File: src/rtl/jt49_ncore_if.sv
// Sound-CPU register bus for jt49_ncore: level-sensitive write strobe,
// 5-bit address, 8-bit write data and registered read data.
interface jt49_ncore_if;
    logic       wr;
    logic [4:0] addr;
    logic [7:0] din;
    logic [7:0] dout;

    modport master (output wr, output addr, output din, input dout);
    modport slave  (input wr, input addr, input din, output dout);
endinterface

File: src/rtl/jt49_ncore.sv
// jt49_ncore: NCH square-wave tone channels, shared 17-bit LFSR noise and a
// time-multiplexed log-volume mixer. Define JT49_NCORE_STEREO_EN for snd_l/snd_r.
module jt49_ncore #(
    parameter int NCH  = 3,
    parameter int PW   = 12,
    parameter int PRE  = 16,
    parameter int OUTW = 8 + $clog2(NCH)
) (
    input  logic            clk,
    input  logic            rst,
    input  logic            cen,
    jt49_ncore_if.slave     bus,
    output logic [OUTW-1:0] snd,
`ifdef JT49_NCORE_STEREO_EN
    output logic [OUTW-1:0] snd_l,
    output logic [OUTW-1:0] snd_r,
`endif
    output logic            sample
);

    localparam int PREW = (PRE > 1) ? $clog2(PRE) : 1;
    localparam int SW   = $clog2(NCH + 1);

    function automatic logic [7:0] vol_lin(input logic [3:0] v);
        case (v)
            4'd0:  return 8'd0;
            4'd1:  return 8'd2;
            4'd2:  return 8'd3;
            4'd3:  return 8'd4;
            4'd4:  return 8'd5;
            4'd5:  return 8'd8;
            4'd6:  return 8'd11;
            4'd7:  return 8'd16;
            4'd8:  return 8'd22;
            4'd9:  return 8'd32;
            4'd10: return 8'd45;
            4'd11: return 8'd64;
            4'd12: return 8'd90;
            4'd13: return 8'd127;
            4'd14: return 8'd180;
            default: return 8'd255;
        endcase
    endfunction

    // A counter wraps once cnt+1 reaches the period, so a period written
    // below the running count fires on the very next tick.
    function automatic logic tone_wrap(input logic [PW-1:0] cnt, input logic [PW-1:0] per);
        logic [PW:0] nxt;
        logic [PW:0] lim;
        nxt = {1'b0, cnt} + (PW+1)'(1);
        lim = (per == '0) ? (PW+1)'(1) : {1'b0, per};
        return nxt >= lim;
    endfunction

    function automatic logic noise_wrap(input logic [4:0] cnt, input logic [4:0] per);
        logic [5:0] nxt;
        logic [5:0] lim;
        nxt = {1'b0, cnt} + 6'd1;
        lim = (per == 5'd0) ? 6'd1 : {1'b0, per};
        return nxt >= lim;
    endfunction

    logic [PW-1:0]  period [NCH];
    logic [3:0]     vol    [NCH];
    logic [NCH-1:0] tmask;
    logic [NCH-1:0] nmask;
    logic [4:0]     nper;
`ifdef JT49_NCORE_STEREO_EN
    logic [NCH-1:0] lmask;
    logic [NCH-1:0] rmask;
`endif

    always_ff @(posedge clk) begin
        if (rst) begin
            for (int k = 0; k < NCH; k++) begin
                period[k] <= '0;
                vol[k]    <= '0;
            end
            tmask <= '0;
            nmask <= '0;
            nper  <= '0;
`ifdef JT49_NCORE_STEREO_EN
            lmask <= '1;
            rmask <= '1;
`endif
        end else if (bus.wr) begin
            for (int k = 0; k < NCH; k++) begin
                if (bus.addr == 5'(2*k))    period[k][7:0]    <= bus.din;
                if (bus.addr == 5'(2*k+1))  period[k][PW-1:8] <= bus.din[PW-9:0];
                if (bus.addr == 5'(16+k))   vol[k]            <= bus.din[3:0];
            end
            case (bus.addr)
                5'h18: tmask <= bus.din[NCH-1:0];
                5'h19: nmask <= bus.din[NCH-1:0];
                5'h1A: nper  <= bus.din[4:0];
`ifdef JT49_NCORE_STEREO_EN
                5'h1B: lmask <= bus.din[NCH-1:0];
                5'h1C: rmask <= bus.din[NCH-1:0];
`endif
                default: ;
            endcase
        end
    end

    logic [7:0] rdata;

    always_comb begin
        rdata = 8'd0;
        for (int k = 0; k < NCH; k++) begin
            if (bus.addr == 5'(2*k))   rdata = period[k][7:0];
            if (bus.addr == 5'(2*k+1)) rdata = 8'(period[k] >> 8);
            if (bus.addr == 5'(16+k))  rdata = {4'd0, vol[k]};
        end
        case (bus.addr)
            5'h18: rdata = 8'(tmask);
            5'h19: rdata = 8'(nmask);
            5'h1A: rdata = {3'd0, nper};
`ifdef JT49_NCORE_STEREO_EN
            5'h1B: rdata = 8'(lmask);
            5'h1C: rdata = 8'(rmask);
`endif
            default: ;
        endcase
    end

    always_ff @(posedge clk) begin
        if (rst) bus.dout <= 8'd0;
        else     bus.dout <= rdata;
    end

    logic [PREW-1:0] pcnt;
    logic            tick;

    assign tick = cen && (pcnt == PREW'(PRE-1));

    always_ff @(posedge clk) begin
        if (rst)      pcnt <= '0;
        else if (cen) pcnt <= tick ? '0 : pcnt + 1'b1;
    end

    logic [PW-1:0]  tcnt [NCH];
    logic [NCH-1:0] tone;

    always_ff @(posedge clk) begin
        if (rst) begin
            for (int k = 0; k < NCH; k++) tcnt[k] <= '0;
            tone <= '0;
        end else if (tick) begin
            for (int k = 0; k < NCH; k++) begin
                if (tone_wrap(tcnt[k], period[k])) begin
                    tcnt[k] <= '0;
                    tone[k] <= ~tone[k];
                end else begin
                    tcnt[k] <= tcnt[k] + 1'b1;
                end
            end
        end
    end

    logic [4:0]  ncnt;
    logic [16:0] lfsr;

    always_ff @(posedge clk) begin
        if (rst) begin
            ncnt <= '0;
            lfsr <= 17'h00001;
        end else begin
            if (tick) begin
                if (noise_wrap(ncnt, nper)) begin
                    ncnt <= '0;
                    lfsr <= {lfsr[0] ^ lfsr[3], lfsr[16:1]};
                end else begin
                    ncnt <= ncnt + 1'b1;
                end
            end
            // Lock-up guard: an all-zero LFSR would never leave that state.
            if (lfsr == '0) lfsr <= 17'h00001;
        end
    end

    logic [NCH-1:0] mix;
    logic [SW-1:0]  slot;
    logic [7:0]     lin_p0;
`ifdef JT49_NCORE_STEREO_EN
    logic [7:0]     lin_l_p0;
    logic [7:0]     lin_r_p0;
`endif

    assign mix = (tone | tmask) & ({NCH{lfsr[0]}} | nmask);

    // Stage p0: pick the linear level of the channel owning the current slot.
    always_comb begin
        lin_p0 = 8'd0;
`ifdef JT49_NCORE_STEREO_EN
        lin_l_p0 = 8'd0;
        lin_r_p0 = 8'd0;
`endif
        for (int k = 0; k < NCH; k++) begin
            if (slot == SW'(k) && mix[k]) begin
                lin_p0 = vol_lin(vol[k]);
`ifdef JT49_NCORE_STEREO_EN
                if (lmask[k]) lin_l_p0 = vol_lin(vol[k]);
                if (rmask[k]) lin_r_p0 = vol_lin(vol[k]);
`endif
            end
        end
    end

    logic [OUTW-1:0] acc_p1;
`ifdef JT49_NCORE_STEREO_EN
    logic [OUTW-1:0] acc_l_p1;
    logic [OUTW-1:0] acc_r_p1;
`endif

    // Stage p1: accumulate one slot per cen; the extra slot NCH publishes the frame.
    always_ff @(posedge clk) begin
        if (rst) begin
            slot   <= '0;
            acc_p1 <= '0;
            snd    <= '0;
            sample <= 1'b0;
`ifdef JT49_NCORE_STEREO_EN
            acc_l_p1 <= '0;
            acc_r_p1 <= '0;
            snd_l    <= '0;
            snd_r    <= '0;
`endif
        end else begin
            sample <= 1'b0;
            if (cen) begin
                if (slot == SW'(NCH)) begin
                    slot   <= '0;
                    acc_p1 <= '0;
                    snd    <= acc_p1;
                    sample <= 1'b1;
`ifdef JT49_NCORE_STEREO_EN
                    acc_l_p1 <= '0;
                    acc_r_p1 <= '0;
                    snd_l    <= acc_l_p1;
                    snd_r    <= acc_r_p1;
`endif
                end else begin
                    slot   <= slot + 1'b1;
                    acc_p1 <= acc_p1 + OUTW'(lin_p0);
`ifdef JT49_NCORE_STEREO_EN
                    acc_l_p1 <= acc_l_p1 + OUTW'(lin_l_p0);
                    acc_r_p1 <= acc_r_p1 + OUTW'(lin_r_p0);
`endif
                end
            end
        end
    end

endmodule
File: src/flat_wrapper.sv
// flat-port wrapper written by rule: the top's interface ports become plain ports
module jt49_ncore_flat 
#(
    parameter int NCH  = 3,
    parameter int PW   = 12,
    parameter int PRE  = 16,
    parameter int OUTW = 8 + $clog2(NCH)
)
  (clk, rst, cen, snd, sample, bus_wr, bus_addr, bus_din, bus_dout);
  jt49_ncore_if bus_i ();
  input  logic clk;
  input  logic rst;
  input  logic cen;
  output logic [OUTW-1:0] snd;
  output logic sample;
  input wire logic [$bits(bus_i.wr)-1:0] bus_wr;
  input wire logic [$bits(bus_i.addr)-1:0] bus_addr;
  input wire logic [$bits(bus_i.din)-1:0] bus_din;
  output wire logic [$bits(bus_i.dout)-1:0] bus_dout;
  assign bus_i.wr = bus_wr;
  assign bus_i.addr = bus_addr;
  assign bus_i.din = bus_din;
  assign bus_dout = bus_i.dout;
  jt49_ncore #(.NCH(NCH), .PW(PW), .PRE(PRE), .OUTW(OUTW)) u_core (.clk(clk), .rst(rst), .cen(cen), .bus(bus_i), .snd(snd), .sample(sample));
endmodule
File: config.mk
export PLATFORM = sky130hd
export DESIGN_NAME = jt49_ncore_flat
export DESIGN_NICKNAME = d
export VERILOG_FILES = /design/src/rtl/jt49_ncore_if.sv /design/src/rtl/jt49_ncore.sv /design/src/flat_wrapper.sv
export SDC_FILE = /design/constraint.sdc
export NUM_CORES = 1
export LEC_CHECK = 0
export ABC_AREA = 0
export CORE_UTILIZATION = 56
export DETAILED_ROUTE_END_ITERATION = 16
export PLACE_DENSITY = 0.85
export SETUP_SLACK_MARGIN = 0.2
export SKIP_CTS_REPAIR_TIMING = 1
export SLEW_MARGIN = 20
export SYNTH_ARGS = -nofsm -noshare
export SYNTH_HDL_FRONTEND = slang
export SYNTH_SLANG_ARGS = --single-unit
File: constraint.sdc
create_clock -name clk -period 3 [get_ports clk]
set_input_delay 0.6 -clock clk [delete_from_list [all_inputs] [get_ports clk]]
set_output_delay 0.6 -clock clk [all_outputs]
set_load 0.005 [all_outputs]
* Yosys cells after proc, flatten, opt, wreduce, memory -nomap -nowiden *
Memories as Yosys holds them, arrays and structs flattened.
Index checks and enable logic that the tools add are counted.

storage, ports and cells
  register bits = 71
  RAM bits = 84
  memory bits (read-only) = 384
  input bits = 17
  output and inout bits = 19
  word-level logic and storage cells = 193
  memories = 6

memories
  memory           depth  width  rd ports  clocked after Yosys merged registers in  wr ports  RTL line           source
  (no name shown)  16     8      1         0                                        0         jt49_ncore.sv:25   case (v)
  (no name shown)  16     8      1         0                                        0         jt49_ncore.sv:25
  (no name shown)  16     8      1         0                                        0         jt49_ncore.sv:25
  u_core.period    3      12     3         0                                        3         jt49_ncore.sv:63   logic [PW-1:0] period [NCH];
  u_core.tcnt      3      12     3         0                                        3         jt49_ncore.sv:141  logic [PW-1:0] tcnt [NCH];
  u_core.vol       3      4      3         0                                        3         jt49_ncore.sv:64   logic [3:0] vol [NCH];

cells by class
  add/subtract/negate cells = 11
  magnitude comparators = 4
  equal/unequal tests = 15
  mux-type cells = 99
  bitwise logic cells = 23
  reduce and logical (&&, ||, !) cells = 21

operators by type and width
  operator               number
  $mux 8                 15
  $mux 12                9
  $mux 1                 63
  $add 12x1->13 const B  3
  $ge 13x13->1           3
  $add 12x1->12 const B  3
  $logic_not 12->1       3
  $eq 5x5->1 const B     6
  $mux 4                 7
  $pmux 8 s3             1
  $logic_not 17->1       1
  $reduce_and 2->1       8
  $or 1x1->1             15
  $add 10x8->10          1
  $eq 5x2->1 const B     2
  $eq 5x3->1 const B     2
  $logic_not 5->1        2
  $mux 10                1
  $mux 5                 2
  $add 5x1->6 const B    1
  $ge 6x6->1             1
  $or 3x3->3             2
  $add 5x1->5 const B    1
  $eq 5x1->1 const B     1
  12 further kinds       20

* Depth between registers and ports, before layout *
Gate-level depths: netlist of the first run.

  depth in word-level cells = 11
  gate-level depth with buffers = 15
  mapped depth without buffers = 15

* Worst setup path after synthesis of the first run *
OpenSTA, ideal clock, no wires.

  path kind = flip-flop to flip-flop
  start point = mem u_core.vol[1][0] (netlist: u_core.vol[0][4])
  end point = reg u_core.acc_p1[8]
  library setup time = 0.122 ns
  arrival = 2.721 ns
  data required time = 2.878 ns
  path slack = 0.157 ns
  stages on the path, launching flop included = 15
  path buffers = 0
  period minus slack after synthesis = 2.843 ns
  cell sequence = edfxtp_1 > inv_1 > ha_1 > mux2i_1 > nor2_1 > a31oi_1 > o22ai_1 > nand2_1 > o21ai_0 > fa_1 > a211oi_1 > nor2_1 > o21ai_1 > nor4b_1 > a311o_1

RTL lines
  element               RTL line           source
  from (decl)           jt49_ncore.sv:64
  to (signal assigned)  jt49_ncore.sv:244  acc_p1 <= acc_p1 + OUTW'(lin_p0);
  to (decl)             jt49_ncore.sv:209  logic [OUTW-1:0] acc_p1;

==> impl_metrics.csv, run 1 <==
group,metric,value,unit
sta,post-route-min-period,3.078,ns
place,dp_slack,-0.1104,ns
finish,multi_input_area,0.005314,mm^2
critical_path,end_kind,"flip-flop",
hold_path,worstHoldStart,"u_core.snd[7]",
sta,report.final.slew_viol_count,0,
finish,drive_above_1_share,20.28,%
critical_path,critPathMostFrequentCell,"and3_4",
sta,fin_crit_sh,102.6,%
floorplan,coreArea,0.01594,mm^2
detailed_routing,viasPerCell,6.136,
clocking,cts_buffers,17,
clocking,cts.sinks,155,
logic_synthesis,synthesis.area,0.009166,mm^2
logic_synthesis,ys.flop_type,"edfxtp_1",
logic_synthesis,ys_warn_count,0,
finish,nNetsFinal,1153,
hold_path,hold_end,"u_core.snd[7]",
sta,finalWorstSetupSlack,-0.07812,ns
hold_path,hp-class,"flip-flop to flip-flop",
detailed_routing,first_pass_iters,5,
clocking,path_clk_slew,0.07,ns
critical_path,crit_fanout,6,
logic_synthesis,synth_edf_count,84,
critical_path,arrival,3.36,ns
finish,num_antenna_cells,0,
clocking,cts_tree,"yes",
floorplan,die_area,0.01688,mm^2
critical_path,rrSetupSlack,-0.08,ns
finish,seqCellArea,0.003948,mm^2
sta,finalHoldViolations,0,
logic_synthesis,synthCells,967,
floorplan,dieHeight,129.9,um
sta,relSlewSlack,55.75,%
finish,finalNonFillerCells,1291,
detailed_routing,drc,0,
clocking,clock_insertion_delay_worst_skew,0.44,ns
critical_path,critical_path.cell_chain,"and3_4, and3_4, and2_4, nand4_1, xnor2_2, ha_1, o21a_1, o21ai_2, a21oi_2, or4b_4, nor2b_1",
logic_synthesis,ys_seq_area_share,43.02,%
detailed_routing,drt_iter0_drc,631,
grt,antenna_found_initial,1,
place,io_buffers,35,
pwr,p_leak,4.525,nW
clocking,cts-root-buf,"clkbuf_16",
detailed_routing,vias,7921,
critical_path,r2r_end,"u_core.tcnt[1][7]",
logic_synthesis,synth-async-reset-ratio,0,%
sta,rsz0062_at_grt,"yes",
run,maxCapViolations,0,
floorplan,die_w,129.9,um
floorplan,initial_utilization,57.49,%
critical_path,cp_num_buf_inv,0,
critical_path,critPathSlowestCell,"or4b_4",
pwr,peakVddDrop,0.4029,mV
critical_path,cp_data_required_time,3.28,ns
place,dp_hpwl,15.68,mm
clocking,cts_max_level,4,
finish,fillCellCount,1083,
grt,grt_max_degree,45,
place,gp_congestion,0.9288,
detailed_routing,wl_per_cell,19.34,um
critical_path,crit_type,"flip-flop to flip-flop",
sta,tightest_slew,0.6614,ns
detailed_routing,antenna_left,0,
grt,grt_overflow,0,
hold_path,holdPathStages,2,
sta,max_freq,324.9,MHz
logic_synthesis,syn_nets,1058,
logic_synthesis,synth_cell_types,74,
critical_path,crit_family,"simple AND/OR/NAND/NOR gates",
floorplan,pin_count,36,
place,placedInstanceArea,0.009951,mm^2
logic_synthesis,syn_area_per_cell,9.479,um^2
critical_path,cpPeakStageDelay,0.63,ns
sta,setup_viol,15,
critical_path,reg2reg_depth,11,
sta,setup_tns,-0.4284,ns
outcome,status,"finished with violations",
grt,grt_use_total,26.67,%
logic_synthesis,ys_ff_latch,155,
place,dp_cells,1223,
finish,final_util,70.73,%
critical_path,rr_startpoint,"u_core.tcnt[1][2]",
finish,area_growth,23.01,%
clocking,cts.path.max_buffers,2,
grt,grt_pass1_vias,7117,
grt,grt_pass1_wl,34.49,mm
pwr,power.density,443.7,mW/mm^2
finish,fin_area,0.01128,mm^2
sta,fin_skew,0.008289,ns
floorplan,row_count,46,
critical_path,cp-start-kind,"flip-flop",
outcome,failed_checks,"setup timing",
detailed_routing,wirelength,24.97,mm
-- report_power, final --
part / total [W] / switching, W / internal [W]
registers: 0.00237 / 0.0000698 / 0.00230
logic: 0.000571 / 0.000331 / 0.000240
clock network: 0.00206 / 0.000931 / 0.00113
total: 0.00500 / 0.00133 / 0.00367
-- cell usage after synthesis (all sizes together) (15+ instances only) --
cell | instances | area [um^2]
and2 | 22 | 137.6
nor2b | 47 | 294.0
nor2 | 85 | 344.1
clkbuf | 21 | 78.83
edfxtp | 84 | 2522
mux2i | 35 | 350.3
dfxtp | 71 | 1421
buf | 15 | 90.08
inv | 60 | 225.2
ha | 73 | 913.4
a21oi | 57 | 285.3
o21ai | 52 | 260.3
nand2 | 89 | 341.6
nand3 | 35 | 175.2
xor2 | 17 | 148.9
nor3 | 18 | 90.09
xnor2 | 28 | 245.2
-- through the flow --
stage / hold WS, ns / power [W]
6_report: 0.4584 / 0.005003
5_1_grt: 0.4669 / 0.005151
4_1_cts: 0.4605 / 0.004906
3_5_place_dp: 0.4488 / 0.002885
3_3_place_gp: 0.4446 / 0.002866
2_1_floorplan: 0.4436 / 0.002706
-- sequential cells by signal (all words and copies together), names as in the netlist, 4 cells and up --
signal	flops
u_core.vol	12
u_core.period	36
u_core.snd	10
u_core.nper	5
u_core.ncnt	5
u_core.bus.dout	8
u_core.acc_p1	10
u_core.tcnt	36
u_core.lfsr	17
u_core.pcnt	4
-- logic make-up after synthesis --
logic type,after synthesis,share of synthesized area [%]
AO/OA/AOI/OAI,202,14.20
XOR/XNOR,45,4.300
adder cells (fa/ha/maj),74,10.18
buffers and inverters,96,4.300
flip-flops,155,43.02
multiplexers,39,4.313
AND/OR/NAND/NOR,356,19.68
-- worst max-delay path by stage --
stage / end / cells after the start / startpoint
final: u_core.tcnt[1][7] / 11 / u_core.tcnt[1][2]
after floorplan: u_core.acc_p1[7] / 14 / u_core.vol[0][0]
after detailed placement: u_core.tcnt[1][3] / 11 / u_core.tcnt[1][2]
after global routing: u_core.tcnt[1][7] / 11 / u_core.tcnt[1][2]
after CTS: u_core.tcnt[1][3] / 11 / u_core.tcnt[1][2]
after global placement: u_core.tcnt[1][8] / 11 / u_core.tcnt[1][2]
-- layer usage --
metal	vias up	wire, um	GRT usage [%]
li1	3659	-	-
met4	0	945	10.67
met2	416	12430	44.76
met5	-	0	0
met3	92	2132	5.002
met1	3754	9467	34.01
-- cells in the final DEF, fill, tap and decap left out, drive strengths merged, types with 4 or more instances in the layout --
cell	n
a22oi	8
a211oi	12
a31oi	10
clkbuf	19
nand2	89
nor2	85
clkdlybuf4s50	34
clkinv	6
nand2b	8
mux2	4
o22a	4
nor3	18
nand3	35
dfxtp	71
xnor2	28
o21a	4
nor4	12
mux2i	35
ha	73
and3	10
o211ai	6
o22ai	8
buf	77
edfxtp	84
inv	66
xor2	17
a21o	6
and2	22
nor3b	4
nand4	9
a21oi	57
a221oi	4
nor2b	47
o21ai	52
-- worst reg2reg max path: stages, from the launching register on --
cell and delay (ns):
edfxtp_1 0.40, and3_4 0.21, and3_4 0.18, and2_4 0.14, nand4_1 0.14, xnor2_2 0.24
ha_1 0.27, o21a_1 0.21, o21ai_2 0.23, a21oi_2 0.10, or4b_4 0.63, nor2b_1 0.17
-- layout make-up --
type,instances,share of cell area [%]
clock buffers,19,4.028
clock inverters,13,0.9543
inverters,60,1.997
multi-input cells,717,47.13
flip-flops and latches,155,35.01
well taps,216,2.397
repair buffers,111,8.489
Note: power is estimated with default switching activity, not from simulation.
==> run 2: changes to the inputs <==
--- a/config.mk
+++ b/config.mk
@@ -6,9 +6,9 @@
 export NUM_CORES = 1
 export LEC_CHECK = 0
 export ABC_AREA = 0
-export CORE_UTILIZATION = 56
+export CORE_UTILIZATION = 45
 export DETAILED_ROUTE_END_ITERATION = 16
-export PLACE_DENSITY = 0.85
+export PLACE_DENSITY = 0.72
 export SETUP_SLACK_MARGIN = 0.2
 export SKIP_CTS_REPAIR_TIMING = 1
 export SLEW_MARGIN = 20
==> run 2 against run 1 <==
Against the previous run:
- the flow now finishes without violations
- largest cell class unchanged
- die area grew 24%
- register-to-register slack gained 0.19 ns
- first-iteration DRC count shrank 21%
==> impl_metrics.csv, run 2 (synthesis gave the netlist of run 1 again) <==
group,metric,value,unit
clocking,path_clk_slew,0.07,ns
clocking,cts.sinks,155,
pwr,p_leak,4.533,nW
pwr,peakVddDrop,0.3937,mV
critical_path,end_kind,"flip-flop",
place,io_buffers,35,
sta,fin_skew,0.01151,ns
outcome,status,"complete, no violations",
detailed_routing,route.top_layer_used,"met4",
clocking,cts_buffers,17,
sta,fin_crit_sh,96.15,%
finish,final_common_cell,"nand2_1",
finish,nNetsFinal,1143,
detailed_routing,vias,7501,
critical_path,cp-start-kind,"flip-flop",
detailed_routing,met1_length,9.769,mm
floorplan,pin_count,36,
critical_path,arrival,3.17,ns
grt,grt_pass1_vias,6822,
critical_path,cp_num_buf_inv,0,
grt,grt_overflow,0,
hold_path,hp-class,"flip-flop to flip-flop",
clocking,clock_insertion_delay_worst_skew,0.44,ns
critical_path,critPathSlowestCell,"or4b_4",
floorplan,row_count,51,
pwr,power.density,461.4,mW/mm^2
sta,rsz0062_at_grt,"yes",
grt,grt_pass1_wl,34.08,mm
floorplan,initial_utilization,46.49,%
sta,setup_viol,0,
detailed_routing,wl_met2,11.19,mm
finish,finalNonFillerCells,1330,
sta,report.final.slew_viol_count,0,
sta,tightest_slew,0.5296,ns
finish,drive_above_1_share,19.44,%
pwr,power,0.005232,W
detailed_routing,viasPerCell,5.640,
critical_path,cp_data_required_time,3.29,ns
sta,post-route-min-period,2.885,ns
critical_path,cpPeakStageDelay,0.60,ns
detailed_routing,wirelength,22.73,mm
critical_path,critical_path.cell_chain,"and3_4, and3_4, and2_4, nand4_1, xnor2_2, ha_1, o21a_1, o21ai_2, a21oi_2, or4b_4, nor2b_1",
place,dp_hpwl,16.03,mm
finish,reg_top3,"u_core.period (36), u_core.tcnt (36), u_core.lfsr (17)",
critical_path,crit_fanout,6,
place,dp_cells,1271,
clocking,cts_max_level,4,
detailed_routing,wl_met3,1.361,mm
finish,num_antenna_cells,0,
critical_path,crit_type,"flip-flop to flip-flop",
sta,max_freq,346.7,MHz
run,maxCapViolations,0,
grt,grt_use_total,21.46,%
sta,finalHoldViolations,0,
detailed_routing,drt_iter0_drc,499,
detailed_routing,first_pass_iters,5,
clocking,cts.path.max_buffers,2,
finish,area_growth,23.71,%
sta,relSlewSlack,64.57,%
clocking,cts-root-buf,"clkbuf_16",
floorplan,dieHeight,144.7,um
critical_path,crit_family,"simple AND/OR/NAND/NOR gates",
finish,final_cell_mix,"nand2_1 (85), edfxtp_1 (84), nor2_1 (69), dfxtp_1 (68), ha_1 (59)",
floorplan,die_w,144.7,um
grt,grt_max_degree,45,
detailed_routing,antenna_left,0,
critical_path,critPathMostFrequentCell,"and3_4",
detailed_routing,wl_per_cell,17.09,um
place,gp_congestion,0.9004,
detailed_routing,drc,0,
grt,antenna_found_initial,0,
floorplan,coreArea,0.01972,mm^2
floorplan,die_area,0.02094,mm^2
sta,setup_tns,0,ns
clocking,cts_tree,"yes",
## run 2: final cells by class
| type | instances | area, um^2 |
|---|---|---|
| clock inverters | 14 | 200.2 |
| flip-flops and latches | 155 | 3948 |
| inverters | 60 | 225.2 |
| multi-input cells | 717 | 5315 |
| well taps | 265 | 331.6 |
| clock buffers | 18 | 429.2 |
| fillers | 1630 | 8378 |
| repair buffers | 101 | 890.9 |
## run 2: path summary, 6_finish.rpt
| kind | start | end | slack [ns] | cells after the start |
|---|---|---|---|---|
| max | u_core.tcnt[1][3] | u_core.tcnt[1][10] | 0.12 | 11 |
| min | u_core.snd[2] | u_core.snd[2] | 0.45 | 2 |
| max reg2reg | u_core.tcnt[1][3] | u_core.tcnt[1][10] | 0.12 | 11 |
| min reg2reg | u_core.snd[2] | u_core.snd[2] | 0.45 | 2 |
## run 2: power by group
part | switching, W | internal, W
registers | 0.0000684 | 0.00230
logic | 0.000304 | 0.000232
clock network | 0.000978 | 0.00135
## run 2: metal layers
metal  up-vias  track usage [%]
met5         -                0
met2       227            35.78
met4         0            7.091
met3        43            5.364
met1      3592            27.08
li1       3639                -
## run 2: tightest hold or removal path, delay by kind of cell (launching register included)
kind / cells / cell delay, ns
flip-flops: 1 / 0.31
AO/OA/AOI/OAI: 1 / 0.05
AND/OR/NAND/NOR: 1 / 0.05
## run 2: through the flow
stage / area, um^2 / hold WS [ns] / utilization (%) / worst slack [ns]
floorplan: 9171 / 0.4436 / - / 0.2064
global placement: 10000 / 0.4449 / 50.74 / 0.06835
detailed placement: 10000 / 0.4459 / 50.74 / -0.03869
CTS: 10630 / 0.4555 / 53.93 / -0.09646
global route: 11340 / 0.4789 / 57.51 / 0.02004
finish: 11340 / 0.4534 / 57.51 / 0.1154
==> run 3: changes to the inputs <==
--- a/config.mk
+++ b/config.mk
@@ -7,6 +7,7 @@
 export LEC_CHECK = 0
 export ABC_AREA = 0
 export CORE_UTILIZATION = 45
+export CTS_CLUSTER_DIAMETER = 50
 export DETAILED_ROUTE_END_ITERATION = 16
 export PLACE_DENSITY = 0.72
 export SETUP_SLACK_MARGIN = 0.2
==> results of run 3 <==
Same layout as run 2: the final DEF is identical, and so are final timing and power.
